$ cat src/rtl/dht_ascii_framer_if.sv
// dht_ascii_framer_if
//   Bundles the reading bus from the DHT11 reader and the byte handshake
//   with the UART transmitter into one port.
//
//   Reading side: hum_int/hum_dec/temp_int/temp_dec/checksum_ok are valid
//   only in the cycle where data_valid is 1.
//   UART side: senddata is a one-cycle request. txbyte is stable from the
//   edge that raises senddata until the UART's txdone pulse is sampled.
//   A txdone that arrives while no byte is outstanding is ignored.
//   Status: busy is high while a line is in progress. drop pulses one cycle
//   after a data_valid that arrived while busy.
//   dbg_state mirrors the framer FSM (0 IDLE, 1 CONV, 2 SEND, 3 WAIT).
//
//   modport slave  : the framer
//   modport master : the environment (reader + UART)
interface dht_ascii_framer_if;
  logic [7:0] hum_int;
  logic [7:0] hum_dec;
  logic [7:0] temp_int;
  logic [7:0] temp_dec;
  logic       checksum_ok;
  logic       data_valid;
  logic       txdone;
  logic [7:0] txbyte;
  logic       senddata;
  logic       busy;
  logic       drop;
  logic [1:0] dbg_state;

  modport slave (
    input  hum_int, hum_dec, temp_int, temp_dec, checksum_ok, data_valid, txdone,
    output txbyte, senddata, busy, drop, dbg_state
  );

  modport master (
    output hum_int, hum_dec, temp_int, temp_dec, checksum_ok, data_valid, txdone,
    input  txbyte, senddata, busy, drop, dbg_state
  );
endinterface

$ cat src/rtl/dht_ascii_framer.sv
// dht_ascii_framer
//   Turns one DHT11 reading into an ASCII line and streams it to a UART TX.
//   Valid reading : "H=hhh.d T=ttt.d\r\n" (17 bytes, integers zero padded,
//                   decimal digit clamped to 9)
//   Checksum error: "ERR\r\n" (5 bytes)
//   The integer bytes are converted to BCD by an 8-cycle double-dabble that
//   runs for both kinds of line, so every line starts 8 cycles after capture.
//
//   Ports:
//     clk  - system clock, rising edge
//     rst  - asynchronous, active-high reset
//     bus  - dht_ascii_framer_if.slave (reading in, UART handshake out, status)
module dht_ascii_framer #(
  parameter int LINE_LEN = 17,
  parameter int ERR_LEN  = 5
) (
  input logic               clk,
  input logic               rst,
  dht_ascii_framer_if.slave bus
);
  typedef enum logic [1:0] {
    IDLE = 2'd0,
    CONV = 2'd1,
    SEND = 2'd2,
    WAIT = 2'd3
  } state_t;

  localparam logic [4:0] LAST_OK  = 5'(LINE_LEN - 1);
  localparam logic [4:0] LAST_ERR = 5'(ERR_LEN - 1);

  state_t      state, state_nx;
  // Shift registers: [19:8] BCD hundreds/tens/ones, [7:0] binary still to shift
  logic [19:0] hum_sr, temp_sr;
  logic [7:0]  hum_dec_q, temp_dec_q;
  logic        ok_q;
  logic [2:0]  bit_cnt;
  logic [4:0]  idx;
  logic [7:0]  txbyte_q;
  logic        senddata_q, busy_q, drop_q;

  logic        conv_done, last_byte, load;
  logic [4:0]  idx_nx;
  logic [7:0]  byte_nx;

  // One double-dabble iteration: add 3 to any BCD digit >= 5, then shift.
  function automatic logic [19:0] dd_step(input logic [19:0] v);
    logic [19:0] t;
    t = v;
    for (int d = 0; d < 3; d++) begin
      if (t[8 + 4*d +: 4] >= 4'd5) t[8 + 4*d +: 4] = t[8 + 4*d +: 4] + 4'd3;
    end
    return {t[18:0], 1'b0};
  endfunction

  function automatic logic [7:0] digit(input logic [3:0] d);
    return {4'h3, d};
  endfunction

  function automatic logic [7:0] dec_digit(input logic [7:0] d);
    return (d > 8'd9) ? 8'h39 : {4'h3, d[3:0]};
  endfunction

  assign conv_done = (state == CONV) && (bit_cnt == 3'd7);
  assign last_byte = (idx == (ok_q ? LAST_OK : LAST_ERR));

  // State register
  always_ff @(posedge clk or posedge rst) begin
    if (rst) state <= IDLE;
    else     state <= state_nx;
  end

  // Next-state logic
  always_comb begin
    state_nx = state;
    case (state)
      IDLE: if (bus.data_valid) state_nx = CONV;
      CONV: if (conv_done) state_nx = SEND;
      SEND: state_nx = WAIT;
      WAIT: if (bus.txdone) state_nx = last_byte ? IDLE : SEND;
      default: state_nx = IDLE;
    endcase
  end

  // Output logic: when to load a byte, which index, and its ASCII value
  always_comb begin
    load    = conv_done || ((state == WAIT) && bus.txdone && !last_byte);
    idx_nx  = (state == CONV) ? 5'd0 : idx + 5'd1;
    byte_nx = 8'h00;
    if (ok_q) begin
      case (idx_nx)
        5'd0:    byte_nx = 8'h48;
        5'd1:    byte_nx = 8'h3D;
        5'd2:    byte_nx = digit(hum_sr[19:16]);
        5'd3:    byte_nx = digit(hum_sr[15:12]);
        5'd4:    byte_nx = digit(hum_sr[11:8]);
        5'd5:    byte_nx = 8'h2E;
        5'd6:    byte_nx = dec_digit(hum_dec_q);
        5'd7:    byte_nx = 8'h20;
        5'd8:    byte_nx = 8'h54;
        5'd9:    byte_nx = 8'h3D;
        5'd10:   byte_nx = digit(temp_sr[19:16]);
        5'd11:   byte_nx = digit(temp_sr[15:12]);
        5'd12:   byte_nx = digit(temp_sr[11:8]);
        5'd13:   byte_nx = 8'h2E;
        5'd14:   byte_nx = dec_digit(temp_dec_q);
        5'd15:   byte_nx = 8'h0D;
        5'd16:   byte_nx = 8'h0A;
        default: byte_nx = 8'h00;
      endcase
    end else begin
      case (idx_nx)
        5'd0:    byte_nx = 8'h45;
        5'd1:    byte_nx = 8'h52;
        5'd2:    byte_nx = 8'h52;
        5'd3:    byte_nx = 8'h0D;
        5'd4:    byte_nx = 8'h0A;
        default: byte_nx = 8'h00;
      endcase
    end
  end

  // Datapath and registered outputs
  always_ff @(posedge clk or posedge rst) begin
    if (rst) begin
      hum_sr     <= '0;
      temp_sr    <= '0;
      hum_dec_q  <= '0;
      temp_dec_q <= '0;
      ok_q       <= 1'b0;
      bit_cnt    <= '0;
      idx        <= '0;
      txbyte_q   <= '0;
      senddata_q <= 1'b0;
      busy_q     <= 1'b0;
      drop_q     <= 1'b0;
    end else begin
      // busy is still 1 on the edge that returns to IDLE, so a reading
      // arriving exactly then is dropped rather than captured.
      drop_q     <= bus.data_valid & busy_q;
      senddata_q <= load;
      if (load) begin
        txbyte_q <= byte_nx;
        idx      <= idx_nx;
      end
      case (state)
        IDLE: if (bus.data_valid) begin
          hum_sr     <= {12'd0, bus.hum_int};
          temp_sr    <= {12'd0, bus.temp_int};
          hum_dec_q  <= bus.hum_dec;
          temp_dec_q <= bus.temp_dec;
          ok_q       <= bus.checksum_ok;
          bit_cnt    <= 3'd0;
          busy_q     <= 1'b1;
        end
        CONV: begin
          hum_sr  <= dd_step(hum_sr);
          temp_sr <= dd_step(temp_sr);
          bit_cnt <= bit_cnt + 3'd1;
        end
        WAIT: if (bus.txdone && last_byte) busy_q <= 1'b0;
        default: ;
      endcase
    end
  end

  assign bus.txbyte    = txbyte_q;
  assign bus.senddata  = senddata_q;
  assign bus.busy      = busy_q;
  assign bus.drop      = drop_q;
  assign bus.dbg_state = state;
endmodule

$ cat src/flat_wrapper.sv
// flat-port wrapper written by rule: the top's interface ports become plain ports
module dht_ascii_framer_flat 
#(
  parameter int LINE_LEN = 17,
  parameter int ERR_LEN  = 5
)
  (clk, rst, bus_hum_int, bus_hum_dec, bus_temp_int, bus_temp_dec, bus_checksum_ok, bus_data_valid, bus_txdone, bus_txbyte, bus_senddata, bus_busy, bus_drop, bus_dbg_state);
  dht_ascii_framer_if bus_i ();
  input logic clk;
  input logic rst;
  input wire logic [$bits(bus_i.hum_int)-1:0] bus_hum_int;
  input wire logic [$bits(bus_i.hum_dec)-1:0] bus_hum_dec;
  input wire logic [$bits(bus_i.temp_int)-1:0] bus_temp_int;
  input wire logic [$bits(bus_i.temp_dec)-1:0] bus_temp_dec;
  input wire logic [$bits(bus_i.checksum_ok)-1:0] bus_checksum_ok;
  input wire logic [$bits(bus_i.data_valid)-1:0] bus_data_valid;
  input wire logic [$bits(bus_i.txdone)-1:0] bus_txdone;
  output wire logic [$bits(bus_i.txbyte)-1:0] bus_txbyte;
  output wire logic [$bits(bus_i.senddata)-1:0] bus_senddata;
  output wire logic [$bits(bus_i.busy)-1:0] bus_busy;
  output wire logic [$bits(bus_i.drop)-1:0] bus_drop;
  output wire logic [$bits(bus_i.dbg_state)-1:0] bus_dbg_state;
  assign bus_i.hum_int = bus_hum_int;
  assign bus_i.hum_dec = bus_hum_dec;
  assign bus_i.temp_int = bus_temp_int;
  assign bus_i.temp_dec = bus_temp_dec;
  assign bus_i.checksum_ok = bus_checksum_ok;
  assign bus_i.data_valid = bus_data_valid;
  assign bus_i.txdone = bus_txdone;
  assign bus_txbyte = bus_i.txbyte;
  assign bus_senddata = bus_i.senddata;
  assign bus_busy = bus_i.busy;
  assign bus_drop = bus_i.drop;
  assign bus_dbg_state = bus_i.dbg_state;
  dht_ascii_framer #(.LINE_LEN(LINE_LEN), .ERR_LEN(ERR_LEN)) u_core (.clk(clk), .rst(rst), .bus(bus_i));
endmodule
$ cat config.mk
export PLATFORM = sky130hd
export DESIGN_NAME = dht_ascii_framer_flat
export DESIGN_NICKNAME = d
export VERILOG_FILES = /design/src/rtl/dht_ascii_framer_if.sv /design/src/rtl/dht_ascii_framer.sv /design/src/flat_wrapper.sv
export SDC_FILE = /design/constraint.sdc
export NUM_CORES = 1
export LEC_CHECK = 0
export CORE_MARGIN = 1
export CORE_UTILIZATION = 50
export DETAILED_ROUTE_END_ITERATION = 16
export PLACE_DENSITY = 0.72
export SYNTH_ARGS = -nofsm -noshare
export SYNTH_HDL_FRONTEND = slang
export SYNTH_SLANG_ARGS = --single-unit
$ cat constraint.sdc
create_clock -name clk -period 3.15 [get_ports clk]
set_clock_uncertainty 0.15 [all_clocks]
set_input_delay 0.315 -clock clk [delete_from_list [all_inputs] [get_ports clk]]
set_output_delay 0.315 -clock clk [all_outputs]
set_load 0.02 [all_outputs]
==> impl_metrics.csv <==
group,metric,value,unit
floorplanning,fp.dieW,97.7,µm
cells_and_area,final_nets,566,
run_status,violations,"DRC",
setup_path,crit_required,3.28,ns
sta,worst_slew_pin_slew,0.722,ns
drt,vias_per_cell,5.92,
logic_synthesis,syn-num-nets,528,
setup_path,r2r_cells,9,
sta,max_freq,0.367,GHz
sta,slew_headroom,50.6,%
setup_path,worstSetupEndpointType,"register",
logic_synthesis,synthFlopType,"dfrtp_1",
logic_synthesis,synthArstFlopShare,100,%
sta,maxSlewViolCount,0,
logic_synthesis,netlist_area,4580,µm²
cells_and_area,fill_cells,780,
sta,timing.final.hold_violations,0,
pwr,leakage,2.16,nW
global_routing,grt_max_degree,42,
min_path,hp-class,"input port to asynchronous set/reset pin",
sta,timing.final.crit_share,86.4,%
drt,dr.pass1.iters,10,
setup_path,critPathKind,"register to register",
clock_network,insertion_delay,0.37,ns
floorplanning,design.core.area,8810,µm²
drt,routed_wl,10.8,mm
clock_network,clk_path_buf_depth,2,
floorplanning,dieHeight,97.7,µm
sta,tns,0,ns
setup_path,setup.worst_path.start_class,"register",
clock_network,postCtsResizedCells,0,
drt,drt_iter0_markers,174,
clock_network,cts_tree,"yes",
global_routing,grt_pass1_wl,19.1,mm
cells_and_area,drive_gt1_share,13.1,%
clock_network,cts.sinks,77,
floorplanning,ioPinCount,50,
logic_synthesis,netlist_instances,475,
floorplanning,initial_core_util,52.0,%
logic_synthesis,synth-edff-count,0,
global_routing,grt_remaining_overflow,0,
logic_synthesis,yosysWarnings,0,
drt,wl_per_cell,17.3,µm
sta,rsz0062_at_grt,"no",
logic_synthesis,synth_cell_types,64,
setup_path,r2r_slack,0.43,ns
placement,dpl.hpwl,7.81,mm
placement,gp_congestion,0.925,
clock_network,path_clk_slew,0.10,ns
placement,dpl_cell_area,5120,µm²
cells_and_area,antennaDiodeCount,0,
setup_path,startpoint,"u_core.idx[0]",
logic_synthesis,syn_area_per_cell,9.64,µm²
clock_network,post_cts_buffers,0,
drt,drtAntennaViolNets,0,
pwr,p_per_area,1020,nW/µm²
clock_network,cts-hold-fix-buffers,0,
sta,period_minus_slack,2.72,ns
drt,drc,8,
clock_network,clock-root-buffer,"clkbuf_8",
setup_path,r2r_start,"u_core.idx[0]",
floorplanning,row_count,34,
global_routing,grt_pass1_vias,3838,
cells_and_area,syn_to_final_growth,16.4,%
clock_network,htree_levels,3,
placement,io_buffers,48,
logic_synthesis,yosys_register_bits,77,
job,max_cap_viol_count,0,
drt,vias,3707,
pwr,power.total,5.45,mW
global_routing,antenna_found_initial,0,
setup_path,crit_fanout,19,
sta,setup_viol,0,
cells_and_area,fin_area,5330,µm²
run_status,status,"finished, violations left",
floorplanning,die_area,9550,µm²
logic_synthesis,synth.yosys.seq_area_share,42.1,%
global_routing,track_usage,25.2,%
setup_path,arrival,2.85,ns
clock_network,cts-buffers-inserted,9,
setup_path,reg2reg_to,"u_core.bus.txbyte[2]",
pwr,max-vdd-ir-drop,0.409,mV
-- per-stage QoR --
step	util (%)	setup slack, ns	std cells	hold WS (ns)
finish	60.6	0.427	626	0.208
CTS	60.6	0.460	626	0.226
global route	60.6	0.229	626	0.277
detailed placement	58.2	0.492	610	0.316
global placement	58.2	0.575	610	0.311
floorplan	-	0.718	475	0.282
-- worst max-delay path by stage --
stage                           endpoint  slack [ns]  depth (start not counted)
finish              u_core.bus.txbyte[2]        0.43                          9
global route        u_core.bus.txbyte[2]        0.23                          9
CTS                 u_core.bus.txbyte[2]        0.46                          9
detailed placement  u_core.bus.txbyte[3]        0.49                          9
global placement    u_core.bus.txbyte[3]        0.58                          9
floorplan              u_core.bit_cnt[0]        0.72                          1
-- state kept, by name (all words and copies together) (netlist names) --
name,count
u_core.bit_cnt,3
u_core.hum_dec_q,8
u_core.temp_dec_q,8
u_core.ok_q,1
u_core.bus.busy,1
u_core.bus.senddata,1
u_core.bus.dbg_state,2
u_core.hum_sr,20
u_core.bus.txbyte,7
u_core.bus.drop,1
u_core.idx,5
u_core.temp_sr,20
-- area by class of cell --
class	instances	area [µm²]	share of cell area [%]
Clock buffer	10	138	2.58
Clock inverter	6	75.1	1.41
Inverter	18	67.6	1.27
Multi-Input combinational cell	346	2400	45.0
Sequential cell	77	1930	36.1
Tap cell	108	135	2.53
Timing Repair Buffer	61	591	11.1
-- cell usage after synthesis (all sizes together) (2+ instances only) --
| master | n | area [µm²] |
|---|---|---|
| a2111oi | 2 | 17.5 |
| a211oi | 5 | 42.5 |
| a21o | 3 | 22.5 |
| a21oi | 27 | 135 |
| a2bb2oi | 2 | 17.5 |
| a31oi | 2 | 12.5 |
| a32o | 6 | 60.1 |
| and2 | 2 | 13.8 |
| and3 | 2 | 12.5 |
| buf | 24 | 153 |
| clkbuf | 10 | 47.5 |
| dfrtp | 77 | 1930 |
| ha | 16 | 200 |
| inv | 18 | 67.6 |
| mux2 | 17 | 191 |
| mux2i | 20 | 200 |
| nand2 | 67 | 259 |
| nand2b | 8 | 50.1 |
| nand3 | 14 | 87.6 |
| nand3b | 5 | 37.5 |
| nand4 | 2 | 12.5 |
| nor2 | 22 | 85.1 |
| nor2b | 4 | 25.0 |
| nor3 | 3 | 26.3 |
| nor3b | 3 | 22.5 |
| nor4 | 4 | 31.3 |
| o211ai | 4 | 30.0 |
| o21a | 3 | 22.5 |
| o21ai | 34 | 170 |
| o22a | 2 | 17.5 |
| o22ai | 17 | 120 |
| o31ai | 10 | 75.1 |
| o32ai | 5 | 43.8 |
| o41ai | 2 | 17.5 |
| or2 | 3 | 18.8 |
| or3 | 2 | 12.5 |
| or3b | 2 | 17.5 |
| xnor2 | 9 | 116 |
| xor2 | 7 | 68.8 |
-- worst max-delay path, stage by stage, from the launching register on --
cell and delay (ns):
dfrtp_1 0.36, buf_4 0.25, inv_1 0.12, ha_1 0.45
nor2b_1 0.44, a21oi_1 0.15, a21oi_1 0.24, o21ai_0 0.12
a41o_1 0.24, a2bb2oi_1 0.13
-- routing by layer --
metal | track usage [%] | wire, µm
met3 | 3.45 | 449
met4 | 9.91 | 271
met2 | 41.1 | 5080
met5 | 0 | 0
met1 | 34.3 | 5010
-- where the power goes --
part           internal (mW)  switching [mW]  total (mW)  leakage [nW]
Sequential              1.41           0.435        1.85         0.973
Combinational           1.21            1.58        2.79          1.08
Clock                  0.402           0.412       0.814         0.106
Total                   3.03            2.42        5.45          2.16
-- layout by cell type, fill, tap and decap left out, types with 17 or more instances in the layout --
| cell | netlist | final |
|---|---|---|
| inv_1 | 18 | 17 |
| nand2_1 | 64 | 64 |
| o21ai_0 | 34 | 34 |
| mux2_2 | 17 | 17 |
| nor2_1 | 21 | 21 |
| mux2i_1 | 20 | 20 |
| clkdlybuf4s50_1 | 0 | 48 |
| a21oi_1 | 27 | 27 |
| dfrtp_1 | 77 | 77 |
-- kinds of logic (layout without fill, tap and decap cells) --
family	count (synthesis)	in the layout	share of synthesized area (%)
compound gates	131	131	19.1
xor+xnor	16	16	4.04
other cells	1	1	0.0819
fa+ha+maj	16	16	4.37
mux	37	37	8.55
simple gates	145	145	16.0
buf+inv	52	95	5.85
flops	77	77	42.1
Power figures use the tool's default switching activity.
